[src/rtl/zz_irq_ctl_if.sv]
// PC pre-control bundle between the fetch-stage pipeline and the interrupt front end.
// The pipeline (master) supplies requests and status; the controller (slave) returns the PC control.
interface zz_irq_ctl_if #(
    parameter int NSRC = 4
);
    logic            pause;
    logic [NSRC-1:0] irq_req;
    logic            mask_we;
    logic [NSRC-1:0] mask_din;
    logic [31:0]     pc_cur;
    logic            in_dslot;
    logic            ret_i;
    logic [3:0]      pc_prectl;
    logic [31:0]     irq_addr;
    logic [31:0]     zz_spc;
    logic [2:0]      cause;
    logic            in_isr;

    modport master (
        output pause, irq_req, mask_we, mask_din, pc_cur, in_dslot, ret_i,
        input  pc_prectl, irq_addr, zz_spc, cause, in_isr
    );

    modport slave (
        input  pause, irq_req, mask_we, mask_din, pc_cur, in_dslot, ret_i,
        output pc_prectl, irq_addr, zz_spc, cause, in_isr
    );
endinterface

[src/rtl/zz_irq_ctl.sv]
// Interrupt front end for the mips789 fetch stage: edge capture, masking, fixed
// priority select and one-shot PC_IRQ hand-off, with nesting blocked until return.
module zz_irq_ctl #(
    parameter int          NSRC       = 4,
    parameter logic [31:0] VEC_BASE   = 32'h0000_0050,
    parameter logic [31:0] VEC_STRIDE = 32'h0000_0010
) (
    input  logic           clock,
    input  logic           rst,
    zz_irq_ctl_if.slave    bus
);
    // PC pre-control codes shared with the next-PC generator (mips789_defs.v)
    localparam logic [3:0] PC_IGN = 4'd1;
    localparam logic [3:0] PC_IRQ = 4'd2;
    localparam logic [3:0] PC_RST = 4'd3;

    localparam logic [1:0] ST_RST  = 2'd0;
    localparam logic [1:0] ST_IDLE = 2'd1;
    localparam logic [1:0] ST_TAKE = 2'd2;
    localparam logic [1:0] ST_ISR  = 2'd3;

    logic [1:0]      state_reg, state_next;
    logic [NSRC-1:0] pending_reg, pending_next;
    logic [NSRC-1:0] mask_reg;
    logic [NSRC-1:0] prev_req_reg;
    logic            gie_reg;
    logic [31:0]     spc_reg;
    logic [31:0]     addr_reg;
    logic [2:0]      cause_reg;

    logic [NSRC-1:0] hit;
    logic [NSRC-1:0] clr;
    logic [2:0]      sel_idx;
    logic            take;

    assign hit  = pending_reg & mask_reg;
    assign take = (state_reg == ST_IDLE) && (|hit) && gie_reg
                  && !bus.pause && !bus.in_dslot;

    // Scan downward so the last match, i.e. the lowest index, wins
    always_comb begin
        sel_idx = 3'd0;
        for (int i = NSRC - 1; i >= 0; i--) begin
            if (hit[i]) sel_idx = 3'(i);
        end
    end

    // A fresh edge on the source being taken re-arms it: set beats clear
    generate
        for (genvar gi = 0; gi < NSRC; gi++) begin : g_pend
            assign clr[gi]          = take && (sel_idx == 3'(gi));
            assign pending_next[gi] = (pending_reg[gi] & ~clr[gi])
                                    | (bus.irq_req[gi] & ~prev_req_reg[gi]);
        end
    endgenerate

    always_comb begin
        state_next = state_reg;
        case (state_reg)
            ST_RST:  state_next = ST_IDLE;
            ST_IDLE: if (take) state_next = ST_TAKE;
            ST_TAKE: if (!bus.pause) state_next = ST_ISR;
            ST_ISR:  if (bus.ret_i && !bus.pause) state_next = ST_IDLE;
            default: state_next = ST_RST;
        endcase
    end

    always_ff @(posedge clock or posedge rst) begin
        if (rst) begin
            state_reg    <= ST_RST;
            pending_reg  <= '0;
            mask_reg     <= '0;
            prev_req_reg <= '0;
            gie_reg      <= 1'b1;
            spc_reg      <= 32'd0;
            addr_reg     <= VEC_BASE;
            cause_reg    <= 3'd0;
        end else begin
            state_reg    <= state_next;
            pending_reg  <= pending_next;
            prev_req_reg <= bus.irq_req;
            if (bus.mask_we) mask_reg <= bus.mask_din;
            if (take) begin
                spc_reg   <= bus.pc_cur;
                cause_reg <= sel_idx;
                addr_reg  <= VEC_BASE + VEC_STRIDE * {29'd0, sel_idx};
                gie_reg   <= 1'b0;
            end else if (state_reg == ST_ISR && bus.ret_i && !bus.pause) begin
                gie_reg   <= 1'b1;
            end
        end
    end

    assign bus.pc_prectl = (state_reg == ST_RST)  ? PC_RST :
                           (state_reg == ST_TAKE) ? PC_IRQ : PC_IGN;
    assign bus.in_isr    = (state_reg == ST_TAKE) || (state_reg == ST_ISR);
    assign bus.zz_spc    = spc_reg;
    assign bus.irq_addr  = addr_reg;
    assign bus.cause     = cause_reg;
endmodule

[src/flat_wrapper.sv]
// flat-port wrapper written by rule: the top's interface ports become plain ports
module zz_irq_ctl_flat 
#(
    parameter int          NSRC       = 4,
    parameter logic [31:0] VEC_BASE   = 32'h0000_0050,
    parameter logic [31:0] VEC_STRIDE = 32'h0000_0010
)
  (clock, rst, bus_pause, bus_irq_req, bus_mask_we, bus_mask_din, bus_pc_cur, bus_in_dslot, bus_ret_i, bus_pc_prectl, bus_irq_addr, bus_zz_spc, bus_cause, bus_in_isr);
  zz_irq_ctl_if #(.NSRC(NSRC)) bus_i ();
  input  logic clock;
  input  logic rst;
  input wire logic [$bits(bus_i.pause)-1:0] bus_pause;
  input wire logic [$bits(bus_i.irq_req)-1:0] bus_irq_req;
  input wire logic [$bits(bus_i.mask_we)-1:0] bus_mask_we;
  input wire logic [$bits(bus_i.mask_din)-1:0] bus_mask_din;
  input wire logic [$bits(bus_i.pc_cur)-1:0] bus_pc_cur;
  input wire logic [$bits(bus_i.in_dslot)-1:0] bus_in_dslot;
  input wire logic [$bits(bus_i.ret_i)-1:0] bus_ret_i;
  output wire logic [$bits(bus_i.pc_prectl)-1:0] bus_pc_prectl;
  output wire logic [$bits(bus_i.irq_addr)-1:0] bus_irq_addr;
  output wire logic [$bits(bus_i.zz_spc)-1:0] bus_zz_spc;
  output wire logic [$bits(bus_i.cause)-1:0] bus_cause;
  output wire logic [$bits(bus_i.in_isr)-1:0] bus_in_isr;
  assign bus_i.pause = bus_pause;
  assign bus_i.irq_req = bus_irq_req;
  assign bus_i.mask_we = bus_mask_we;
  assign bus_i.mask_din = bus_mask_din;
  assign bus_i.pc_cur = bus_pc_cur;
  assign bus_i.in_dslot = bus_in_dslot;
  assign bus_i.ret_i = bus_ret_i;
  assign bus_pc_prectl = bus_i.pc_prectl;
  assign bus_irq_addr = bus_i.irq_addr;
  assign bus_zz_spc = bus_i.zz_spc;
  assign bus_cause = bus_i.cause;
  assign bus_in_isr = bus_i.in_isr;
  zz_irq_ctl #(.NSRC(NSRC), .VEC_BASE(VEC_BASE), .VEC_STRIDE(VEC_STRIDE)) u_core (.clock(clock), .rst(rst), .bus(bus_i));
endmodule
[config.mk]
export PLATFORM = sky130hd
export DESIGN_NAME = zz_irq_ctl_flat
export DESIGN_NICKNAME = d
export VERILOG_FILES = /design/src/rtl/zz_irq_ctl_if.sv /design/src/rtl/zz_irq_ctl.sv /design/src/flat_wrapper.sv
export SDC_FILE = /design/constraint.sdc
export NUM_CORES = 1
export LEC_CHECK = 0
export CAP_MARGIN = 5
export CORE_AREA = 2 2 87 89
export CTS_CLUSTER_DIAMETER = 50
export DETAILED_ROUTE_END_ITERATION = 6
export DIE_AREA = 0 0 89 91
export HOLD_SLACK_MARGIN = 0.1
export PLACE_DENSITY = 0.7
export SETUP_SLACK_MARGIN = 0.2
export SLEW_MARGIN = 10
export SYNTH_ARGS = -nofsm -noshare
export SYNTH_HDL_FRONTEND = slang
export SYNTH_SLANG_ARGS = --single-unit
[constraint.sdc]
create_clock -name clock -period 1.8 [get_ports clock]
set_input_delay 0.18 -clock clock [delete_from_list [all_inputs] [get_ports clock]]
set_output_delay 0.18 -clock clock [all_outputs]
set_load 0.01 [all_outputs]
* Yosys cells after proc, flatten, opt, wreduce, memory -nomap -nowiden
Index checks and enable logic that the tools add are counted.
Widths: inputs -> output; s select.
** Cells by class
- Add/sub/neg operators :: 1
- Mux-type cells :: 12
- Shifts and indexed selects :: 0
- Div/mod/pow operators :: 0
- Bitwise gates (word level) :: 21
- Multiply operators :: 0
- Order comparisons :: 0
- Reductions and logical operators :: 19
- Equal/unequal tests :: 9
** Operator list (count)
- $mux 2 :: 8
- $logic_and 1x1->1 :: 11
- $add 7x6->8 const A :: 1
- $and 1x1->1 :: 8
- $eq 2x2->1 const B :: 4
- $not 1->1 :: 8
- $pmux 2 s4 :: 1
- $and 4x4->4 :: 1
- $eq 2x1->1 const B :: 2
- $mux 4 :: 1
- $ne 2x1->1 const B :: 2
- $or 1x1->1 :: 4
- $reduce_or 4->1 :: 1
- $logic_not 3->1 :: 1
- $reduce_and 3->1 :: 1
- $logic_not 1->1 :: 2
- $logic_not 2->1 :: 1
- $mux 1 :: 2
- $ne 2x2->1 const B :: 1
- $reduce_bool 2->1 :: 1
- $logic_or 1x1->1 :: 1
** Word-level totals
- Bits in registers :: 82
- Memory bits (writable) :: 0
- Word-level logic and storage cells :: 70
- Memory bits (read-only) :: 0
- Memories :: 0
- Output and inout bits :: 72
- Input port bits :: 46
- Latch bits :: 0

* Depth between registers and ports, before layout
- Depth after elaboration :: 10
- Mapped depth :: 8
- Depth with buffers taken out :: 7

* Worst setup path after synthesis
Ideal clock, no wire load.
- Path kind :: reg-to-reg
- Start point :: register u_core.state_reg[0]
- End point :: register u_core.state_reg[1]
- Period minus slack after synthesis :: 1.649 ns
- Path slack :: 0.151 ns
- Arrival time :: 1.521 ns
- Library setup time :: 0.128 ns
- Path buffers :: 0
- Data required time :: 1.672 ns
- Stages on the path, launching flop included :: 7
- Cells stage by stage :: dfrtp_1 -> inv_1 -> ha_1 -> or2_1 -> a22o_1 -> a21oi_1 -> mux2_1
** Between the ends
- Cells in the longest elaborated chain, start to end :: 7
- Elaborated cells on any way between the ends :: 13
- Classes of those cells :: 6 x eq/ne; 1 x mux; 6 x reduce/logical
** RTL lines
- start: declaration :: RTL line zz_irq_ctl.sv:22 : logic [1:0] state_reg, state_next;
- start signal: assignment :: RTL line zz_irq_ctl.sv:79 : state_reg <= state_next;
- $eq 2x1->1 :: RTL line zz_irq_ctl.sv:37, zz_irq_ctl.sv:59
- $logic_and 1x1->1 (2 in a row) :: RTL line zz_irq_ctl.sv:37 : assign take = (state_reg == ST_IDLE) && (|hit) && gie_reg
- $logic_and 1x1->1 (2 in a row) :: RTL line zz_irq_ctl.sv:38 : && !bus.pause && !bus.in_dslot;
- $ne 2x1->1 (no line)
- $reduce_and 3->1 (no line)
Several ways; a longest one is shown, not always the timed one.
A chain may end at the register's enable or synchronous reset.

* Worst setup path in the final report
Ends and elaborated chain as after synthesis.

==> flow_metrics.env <==
export IMPL_status="complete, no violations"
export IMPL_avgSynthCellArea_um2=9.74
export IMPL_setup_tns_ns=0
export IMPL_hold_viol_final=0
export IMPL_grt_pass1_vias=1901
export IMPL_r2r_end="u_core.state_reg[1]$_DFFE_PP0P_"
export IMPL_synth_ff_type="dfrtp_1"
export IMPL_crit_path_top_delay_cell="dfrtp_1"
export IMPL_design_portCount=118
export IMPL_clock_sinks=53
export IMPL_coreArea_um2=7140
export IMPL_drc=0
export IMPL_fp_dieH_um=91
export IMPL_grt_usage=0.137
export IMPL_fin_worst_skew_ns=0.00936
export IMPL_critPathMaxFanout=3
export IMPL_synth_distinct_cells=25
export IMPL_drt_iter0_markers=39
export IMPL_yosysSeqAreaShare=0.542
export IMPL_largest_reg_flops=32
export IMPL_r2r_start="u_core.state_reg[0]$_DFFE_PP0P_"
export IMPL_dpl_hpwl_um=3710
export IMPL_fill_cells=632
export IMPL_slowest_delay_ns=0.41
export IMPL_grt_ovfl_total=0
export IMPL_synth_common_cells="nand2_1, dfrtp_1, buf_4"
export IMPL_rsz0062_at_grt="true"
export IMPL_finalCritPeriodShare=0.927
export IMPL_vias=1883
export IMPL_h_tree_depth=2
export IMPL_cp_end_kind="register"
export IMPL_area_delta_synth_final_pct=51.5
export IMPL_cts_tree="done"
export IMPL_rrSetupSlack_ns=0.13
export IMPL_critical_path_class="reg -> reg"
export IMPL_hp_class="in -> async"
export IMPL_crit_arrival_ns=1.86
export IMPL_power_density_nw_per_um2=561
export IMPL_yosysWarnings=0
export IMPL_leakage_nw=1.91
export IMPL_dieArea_um2=8100
export IMPL_worst_endpoint_required_ns=1.99
export IMPL_p_total_mw=2.08
export IMPL_start_util=0.344
export IMPL_netlist_instances=252
export IMPL_antenna_found_initial=0
export IMPL_ff2ff_path_depth=6
export IMPL_fin_area_um2=3720
export IMPL_ctsHoldBuffers=0
export IMPL_layout_nets=406
export IMPL_rows=31
export IMPL_synthesis_area_um2=2450
export IMPL_yosysTopAreaCell="dfrtp_1"
export IMPL_crit_path_start_kind="register"
export IMPL_clock_latency_ns=0.30
export IMPL_clockRootBuffer="clkbuf_8"
export IMPL_drive_gt1_frac=0.224
export IMPL_yosysTopAreaCellShare=0.510
export IMPL_num_antenna_cells=0
export IMPL_synth_area_top_cells="dfrtp_1, nand2_1, buf_4"
export IMPL_via_per_inst=4.18
export IMPL_grt_max_degree=54
export IMPL_place_congestion=0.739
export IMPL_peakVddDrop_v=0.000285
export IMPL_synth_edff_count=0
export IMPL_yosysMostFrequentCell="nand2_1"
export IMPL_cap_violations=0
export IMPL_routed_wl_um=5450
export IMPL_path_cells="inv_2 > ha_2 > or2_4 > a22o_4 > a21oi_2 > mux2_4"
export IMPL_grt_first_pass_wirelength_um=8750
export IMPL_portBuffers=86
export IMPL_synth_seq_cells=53
export IMPL_holdWs_ns=0.237
export IMPL_drv_slew=0
export IMPL_synth_async_reset_ratio=1.00
export IMPL_placedInstanceArea_um2=3320
export IMPL_cts_clk_slew_worst_paths_ns=0.10
export IMPL_min_period_ns=1.67
export IMPL_fmax_mhz=599
export IMPL_wl_per_cell_um=12.1
export IMPL_die_x_um=89
export IMPL_drtPass1Iterations=4
export IMPL_ant_nets=0
export IMPL_cts_buffer_depth=2
export IMPL_setup_violations=0
export IMPL_numCtsBuffers=5
==> worst max path at each step <==
stage	start	end	slack, ns	cells past startpoint
CTS	u_core.state_reg[0]$_DFFE_PP0P_	bus_pc_prectl[1]	0.09	4
detailed placement	u_core.state_reg[0]$_DFFE_PP0P_	u_core.state_reg[1]$_DFFE_PP0P_	0.08	6
global route	u_core.state_reg[0]$_DFFE_PP0P_	u_core.state_reg[1]$_DFFE_PP0P_	0.07	6
finish	u_core.state_reg[0]$_DFFE_PP0P_	u_core.state_reg[1]$_DFFE_PP0P_	0.13	6
global placement	bus_pause	u_core.state_reg[0]$_DFFE_PP0P_	0.12	6
floorplan	u_core.state_reg[0]$_DFFE_PP0P_	u_core.state_reg[1]$_DFFE_PP0P_	0.16	6
==> per-layer routing <==
metal,GRT usage,share of wire,vias to the layer above
li1,-,-,919
met1,0.169,0.43,878
met2,0.233,0.49,84
met3,0.0364,0.075,2
met4,0.0361,0.0042,0
met5,0,0,-
==> stage by stage <==
| step | instances | worst slack, ns | utilization |
|---|---|---|---|
| floorplan | 282 | 0.161 | - |
| global placement | 433 | 0.122 | 0.465 |
| detailed placement | 433 | 0.0806 | 0.465 |
| CTS | 446 | 0.0852 | 0.490 |
| global route | 451 | 0.0726 | 0.521 |
| finish | 451 | 0.131 | 0.521 |
==> area by class of cell <==
type | count | area (um2) | area share
Timing Repair Buffer | 101 | 1080 | 0.291
Clock buffer | 5 | 68.8 | 0.0185
Inverter | 12 | 45.0 | 0.0121
Sequential cell | 53 | 1330 | 0.358
Clock inverter | 3 | 17.5 | 0.00471
Multi-Input combinational cell | 178 | 1050 | 0.282
Tap cell | 99 | 124 | 0.0333
==> placed cells by master, fill, tap and decap left out, types with 2 or more instances in the layout <==
cell,n
ha_2,2
a21oi_1,2
clkbuf_8,5
buf_12,5
nand2_2,21
buf_6,2
dfrtp_1,49
dfstp_2,3
a21oi_2,3
mux2_2,4
clkdlybuf4s50_1,81
buf_4,5
mux2_4,2
nand2_4,7
dlymetal6s2s_1,2
inv_1,9
inv_2,3
conb_1,31
nand2_1,79
clkinv_2,2
o21ai_0,2
ha_1,6
a22o_1,6
==> cell families after synthesis <==
logic type	after synthesis	share of synthesized area
DFF	53	0.542
adders and majority gates	9	0.0459
muxes	6	0.0291
AOI/OAI and AO/OA	19	0.0571
and+or+nand+nor	113	0.182
other	1	0.00153
buffers and inverters	51	0.142
==> what timing repair did <==
action                                 CTS  global route
pin swaps                                2            31
setup endpoints to repair               23            47
endpoints found under the hold margin    0             0
setup buffers                            4             4
cloned                                   1             1
resized for setup                       13            52
==> power breakdown <==
part | internal, mW | leakage (nW) | switching, mW
combinational | 0.115 | 1.18 | 0.108
clock | 0.269 | 0.0439 | 0.380
sequential | 1.20 | 0.684 | 0.00793
total | 1.59 | 1.91 | 0.495
==> critical path, delay by kind of cell, from the launching register on <==
kind	cells	cell delay, ns
AOI/OAI and AO/OA	2	0.35
buffers and inverters	1	0.06
muxes	1	0.31
adders and majority gates	1	0.18
DFF	1	0.41
and+or+nand+nor	1	0.25
(Power assumes the default switching activity.)
